### src/rtl/pad_cond_pkg.sv
// Shared definitions for the pad input conditioner: default channel
// configuration and a constant-evaluable ceiling log2 helper.
package pad_cond_pkg;

  localparam int SYNC_STAGES_DEF  = 2;
  localparam int FILT_LEN_DEF     = 4;
  localparam int GLITCH_CNT_W_DEF = 8;

  // Ceiling log2; returns 0 for n <= 1 so a single-cycle filter has no counter.
  function automatic int clog2(input int n);
    int r;
    int v;
    r = 0;
    v = n - 1;
    while (v > 0) begin
      r = r + 1;
      v = v >> 1;
    end
    return r;
  endfunction

endpackage

### src/rtl/pad_cond_channel.sv
// One pad input channel: synchronizer chain, persistence-count glitch
// filter, registered rise/fall strobes and, when PAD_COND_GLITCH_CNT_EN is
// defined, a saturating counter of rejected glitches.
module pad_cond_channel
  import pad_cond_pkg::*;
#(
  parameter int   SYNC_STAGES  = SYNC_STAGES_DEF,
  parameter int   FILT_LEN     = FILT_LEN_DEF,
  parameter logic RST_VAL      = 1'b0
`ifdef PAD_COND_GLITCH_CNT_EN
  ,
  parameter int   GLITCH_CNT_W = GLITCH_CNT_W_DEF
`endif
) (
  input  logic i_CLK,
  input  logic i_RSTN,
  input  logic i_PAD_IN,
  output logic o_LEVEL,
  output logic o_RISE,
  output logic o_FALL
`ifdef PAD_COND_GLITCH_CNT_EN
  ,
  input  logic                    i_GLITCH_CLR,
  output logic [GLITCH_CNT_W-1:0] o_GLITCH_CNT
`endif
);

  logic [SYNC_STAGES-1:0] sync_chain;
  logic                   sync_s;
  logic                   level_q;
  logic                   rise_q;
  logic                   fall_q;
  logic                   mismatch;
  logic                   accept;
`ifdef PAD_COND_GLITCH_CNT_EN
  logic                   glitch;
  logic [GLITCH_CNT_W-1:0] glitch_cnt_q;

  // Counter saturates instead of wrapping so a noisy line stays visibly noisy.
  function automatic logic [GLITCH_CNT_W-1:0] sat_inc(input logic [GLITCH_CNT_W-1:0] v);
    return (&v) ? v : v + GLITCH_CNT_W'(1);
  endfunction
`endif

  // Plain flop chain for metastability settling; nothing between stages.
  always_ff @(posedge i_CLK) begin
    if (!i_RSTN) sync_chain <= {SYNC_STAGES{RST_VAL}};
    else         sync_chain <= {sync_chain[SYNC_STAGES-2:0], i_PAD_IN};
  end

  assign sync_s   = sync_chain[SYNC_STAGES-1];
  assign mismatch = sync_s ^ level_q;

  if (FILT_LEN == 1) begin : g_no_filt
    // Any synchronized change is accepted on the next edge.
    assign accept = mismatch;
`ifdef PAD_COND_GLITCH_CNT_EN
    assign glitch = 1'b0;
`endif
  end else begin : g_filt
    localparam int CNT_W = clog2(FILT_LEN);
    localparam logic [CNT_W-1:0] CNT_MAX = CNT_W'(FILT_LEN - 1);
    logic [CNT_W-1:0] cnt_q;

    assign accept = mismatch && (cnt_q == CNT_MAX);
`ifdef PAD_COND_GLITCH_CNT_EN
    // Level fell back before persisting long enough: a rejected glitch.
    assign glitch = !mismatch && (cnt_q != '0);
`endif

    // Persistence counter: counts consecutive cycles of disagreement.
    always_ff @(posedge i_CLK) begin
      if (!i_RSTN)                 cnt_q <= '0;
      else if (!mismatch || accept) cnt_q <= '0;
      else                          cnt_q <= cnt_q + CNT_W'(1);
    end
  end

  // Accepted level and one-cycle strobes registered together.
  always_ff @(posedge i_CLK) begin
    if (!i_RSTN) begin
      level_q <= RST_VAL;
      rise_q  <= 1'b0;
      fall_q  <= 1'b0;
    end else begin
      if (accept) level_q <= sync_s;
      rise_q <= accept &  sync_s;
      fall_q <= accept & ~sync_s;
    end
  end

  assign o_LEVEL = level_q;
  assign o_RISE  = rise_q;
  assign o_FALL  = fall_q;

`ifdef PAD_COND_GLITCH_CNT_EN
  // Glitch tally; a clear takes priority over a same-cycle increment.
  always_ff @(posedge i_CLK) begin
    if (!i_RSTN || i_GLITCH_CLR) glitch_cnt_q <= '0;
    else if (glitch)             glitch_cnt_q <= sat_inc(glitch_cnt_q);
  end

  assign o_GLITCH_CNT = glitch_cnt_q;
`endif

endmodule

### src/rtl/pad_input_conditioner.sv
// Multi-channel pad input conditioner: N_CH independent copies of
// pad_cond_channel. Defining PAD_COND_GLITCH_CNT_EN adds i_GLITCH_CLR and
// the packed per-channel o_GLITCH_CNT bus (channel i at [i*W +: W]).
module pad_input_conditioner
  import pad_cond_pkg::*;
#(
  parameter int              N_CH         = 8,
  parameter int              SYNC_STAGES  = SYNC_STAGES_DEF,
  parameter int              FILT_LEN     = FILT_LEN_DEF,
  parameter logic [N_CH-1:0] RST_VAL      = {N_CH{1'b0}},
  parameter int              GLITCH_CNT_W = GLITCH_CNT_W_DEF
) (
  input  logic            i_CLK,
  input  logic            i_RSTN,
  input  logic [N_CH-1:0] i_PAD_IN,
  output logic [N_CH-1:0] o_LEVEL,
  output logic [N_CH-1:0] o_RISE,
  output logic [N_CH-1:0] o_FALL
`ifdef PAD_COND_GLITCH_CNT_EN
  ,
  input  logic                         i_GLITCH_CLR,
  output logic [N_CH*GLITCH_CNT_W-1:0] o_GLITCH_CNT
`endif
);

  // Reject configurations the channel logic cannot represent.
  if (N_CH < 1 || SYNC_STAGES < 2 || FILT_LEN < 1 || GLITCH_CNT_W < 1) begin : g_param_err
    $error("pad_input_conditioner: illegal parameter combination");
  end

  // One fully independent conditioner per pad.
  for (genvar i = 0; i < N_CH; i++) begin : g_ch
    pad_cond_channel #(
      .SYNC_STAGES  (SYNC_STAGES),
      .FILT_LEN     (FILT_LEN),
      .RST_VAL      (RST_VAL[i])
`ifdef PAD_COND_GLITCH_CNT_EN
      ,
      .GLITCH_CNT_W (GLITCH_CNT_W)
`endif
    ) u_ch (
      .i_CLK        (i_CLK),
      .i_RSTN       (i_RSTN),
      .i_PAD_IN     (i_PAD_IN[i]),
      .o_LEVEL      (o_LEVEL[i]),
      .o_RISE       (o_RISE[i]),
      .o_FALL       (o_FALL[i])
`ifdef PAD_COND_GLITCH_CNT_EN
      ,
      .i_GLITCH_CLR (i_GLITCH_CLR),
      .o_GLITCH_CNT (o_GLITCH_CNT[i*GLITCH_CNT_W +: GLITCH_CNT_W])
`endif
    );
  end

endmodule

### config.mk
export PLATFORM = sky130hd
export DESIGN_NAME = pad_input_conditioner
export DESIGN_NICKNAME = d
export VERILOG_FILES = /design/src/rtl/pad_cond_pkg.sv /design/src/rtl/pad_cond_channel.sv /design/src/rtl/pad_input_conditioner.sv
export SDC_FILE = /design/constraint.sdc
export NUM_CORES = 1
export LEC_CHECK = 0
export BUFFER_PORTS_ARGS = -buffer_cell sky130_fd_sc_hd__buf_4
export CORE_ASPECT_RATIO = 1.2
export CORE_MARGIN = 2
export CORE_UTILIZATION = 30
export CTS_CLUSTER_SIZE = 10
export DETAILED_ROUTE_END_ITERATION = 7
export RECOVER_POWER = 25
export SETUP_SLACK_MARGIN = 0.02
export SYNTH_ARGS = -nofsm -noshare
export SYNTH_HDL_FRONTEND = slang
export SYNTH_SLANG_ARGS = --single-unit
### constraint.sdc
create_clock -name i_CLK -period 1.3 [get_ports i_CLK]
set_clock_uncertainty 0.15 [all_clocks]
set_input_delay 0.13 -clock i_CLK [delete_from_list [all_inputs] [get_ports i_CLK]]
set_output_delay 0.13 -clock i_CLK [all_outputs]
set_load 0.01 [all_outputs]
==> summary.md <==
| Metric | Value |
|---|---|
| Outcome | `complete, no violations` |
| Type of the tightest min-delay check | `flop to flop` |
| Total buffers and inverters traversed by the critical path | `1` |
| Cell class contributing the biggest share of worst-path delay | `flip-flops` |
| Worst hold-check slack | `282 ps` |
| Final count of negative-setup-slack endpoints | `0` |
| Die span in y | `95.3 µm` |
| Detailed router's first-iteration violation count | `27` |
| Ratio of final minimum period to clock period | `89.8%` |
| Clock-pin slew on the worst setup and hold paths | `about 90 ps` |
| Number of primary I/O pins | `34` |
| Type of element launching the critical path | `flop` |
| First-pass iteration count of the detailed router | `3` |
| Areal power density over the cells | `1190 mW/mm²` |
| Accumulated negative setup slack | `0 ps` |
| Portion of synthesized cell area occupied by the leading cell type | `between 50% and 60%` |
| CP cell instances | `buf_4` |
| Most common flop cell mapped by yosys | `sky130_fd_sc_hd__dfxtp_1` |
| Number of warnings issued by yosys | `0` |
| Antenna-violating nets left | `0` |
| Post-synthesis cell type with the largest combined area | `sky130_fd_sc_hd__dfxtp_1` |
| Via count of the first global-routing pass | `1120` |
| Delay of the slowest cell on the worst path | `430 ps` |
| Number of levels the H-tree was split into | `2` |
| Number of buffers inserted by hold repair at cts | `8` |
| CTS resizes | `0` |
| Sequential cell area | `about 0.0011 mm²` |
| Worst endpoint required time | `between 1000 and 1500 ps` |
| Post-synth design cell area | `0.00208 mm²` |
| Core occupancy in the finished layout | `34.9%` |
| Number of sinks driven by the clock tree | `56` |
| Port-buffer cells | `33` |
| Relative area change from synthesis to final layout | `13.4%` |
| Number of nets in the final layout | `213` |
| Endpoint type of the worst setup path | `output pin` |
| Total overflow reported by the global router | `0` |
| Hold violation total from the final report | `0` |
| WL per Instance | `9.45 µm` |
| Number of standard cells after synthesis | `175` |
| Starting density of the core | `30.7%` |
| Rows | `33` |
| Leakage power of the design | `0.891 nW` |
| Worst-skew pair later-pin latency | `300 ps` |
| Routed Wire Length | `2.68 mm` |
| Die extent in x | `80.1 µm` |
| Slew Limit Fails | `0` |
| Arrival time at the worst endpoint | `890 ps` |
| Initial antenna violation count | `0` |
| # placed instances | `between 200 and 300` |
| Core Box Area | `about 0.0068 mm²` |
| DP Wirelength | `1.83 mm` |
| Ranking of synthesized cells by area | `sky130_fd_sc_hd__dfxtp_1 (54%), sky130_fd_sc_hd__buf_4 (8.7%), sky130_fd_sc_hd__nor3b_1 (5.8%)` |
| Number of buffers created by CTS | `5` |
| Sequential fraction of the synthesis area | `53.8%` |
| DR vias | `1177` |
| Most used standard cell by instance count after synthesis | `sky130_fd_sc_hd__dfxtp_1` |
| Post-synthesis sequential element count | `56` |
| Max FO, Critical Path | `5` |
| Crit Path Class | `flop to output pin` |
| EDFF count, synth | `0` |
| Setup repair after global routing missed its margin | `false` |
| Top achievable clock speed | `about 860 MHz` |
| CTS tree | `done` |
| Avg Inst Size Synth | `around 12 µm²` |
| Number of vias per cell after detailed routing | `between 4 and 5` |
| Bufs on Longest Clock Path | `2` |
| Root Driver | `sky130_fd_sc_hd__clkbuf_8` |
| Min Tclk post-route | `1170 ps` |
| Max capacitance violation total | `0` |
| Max_slew headroom | `53.8%` |
| Number of antenna cells inserted | `0` |
| Largest net degree at the start of global routing | `43` |
| Synth top cells by count | `sky130_fd_sc_hd__dfxtp_1 (56), sky130_fd_sc_hd__buf_4 (24), sky130_fd_sc_hd__and2_1 (16), sky130_fd_sc_hd__nor3b_1 (16), sky130_fd_sc_hd__nand2_1 (9)` |
| Share of final-layout standard cells stronger than drive strength 1 | `22.4%` |
| Gpl congestion | `0.639` |
| Number of nets in the synthesized netlist | `~190` |
| Non-filler instance count after layout | `approximately 280` |
| Worst Tran Pin Value | `694 ps` |
| Unique cell type count in the Yosys netlist | `18` |
| GRT Overall Usage | `8.04%` |
| Area of the die | `0.00763 mm²` |
| Slowest cell on crit path | `sky130_fd_sc_hd__dfxtp_1` |
| Fraction of synthesis flops using an asynchronous set or reset pin | `0%` |
| Area of the multi-input gates | `727 µm²` |
| Layout fillers | `712` |
| Power after layout | `2.81 mW` |
| Peak supply drop | `0.513 mV` |
| Global-route wire length before repair | `4.75 mm` |
| DRC viols | `0` |
| Buffers inserted during post-CTS setup optimization | `0` |
-- final cells by class --
cell class	count	area share (%)
multi-input cells	90	30.8
clock buffers	8	3.82
well taps	87	4.61
repair buffers	42	13.3
flip-flops and latches	56	47.5
-- power by group --
part           internal (mW)  switching, mW
clock network          0.436          0.510
logic                 0.0651         0.0361
registers               1.74         0.0179
-- cell usage in the layout (no fill, tap or decap), drive strengths merged --
master / instances
nor4b: 8
ha: 8
xnor2: 8
and2: 16
and4bb: 6
mux2i: 8
buf: 28
nand2: 10
nor3: 2
nor3b: 16
dlygate4sd3: 8
nor2b: 8
clkbuf: 14
dfxtp: 56
-- cell families after synthesis --
family                     after synthesis  synth area share [%]
xor gates and xnor gates                 8                  3.37
adders and majority gates                8                  4.81
buffers and inverters                   29                  11.2
DFF                                     56                  53.8
muxes                                    8                  3.85
and+or+nand+nor                         66                  22.9
-- layer usage --
layer | global-route usage, % | part of all wire [%]
met1 | 8.92 | 45
met2 | 13.4 | 47
met3 | 2.94 | 5.6
met4 | 4.24 | 2.5
met5 | 0 | 0
-- registers in the layout, indices dropped and copies added, names as in the netlist --
register and cells:
g_ch.u_ch.sync_chain 16, g_ch.u_ch.g_filt.cnt_q 16, g_ch.u_ch.o_RISE 8, g_ch.u_ch.o_FALL 8, g_ch.u_ch.o_LEVEL 8
-- path summary, 6_finish.rpt --
path / cells after the start / slack [ps] / startpoint / to
min: 1 / 280 / g_ch[2].u_ch.g_filt.cnt_q[0] / g_ch[2].u_ch.g_filt.cnt_q[0]
min reg2reg: 1 / 280 / g_ch[2].u_ch.g_filt.cnt_q[0] / g_ch[2].u_ch.g_filt.cnt_q[0]
max: 1 / 130 / g_ch[0].u_ch.o_LEVEL / o_LEVEL[0]
max reg2reg: 3 / 160 / g_ch[0].u_ch.g_filt.cnt_q[0] / g_ch[0].u_ch.o_FALL
-- metrics by stage --
step           worst slack (ps)  instance area, µm²
6_report                    133                2360
5_1_grt                    41.2                2360
4_1_cts                     114                2380
3_5_place_dp                175                2210
2_1_floorplan               231                2080
3_3_place_gp                197                2210
Note: power is estimated with default switching activity, not from simulation.
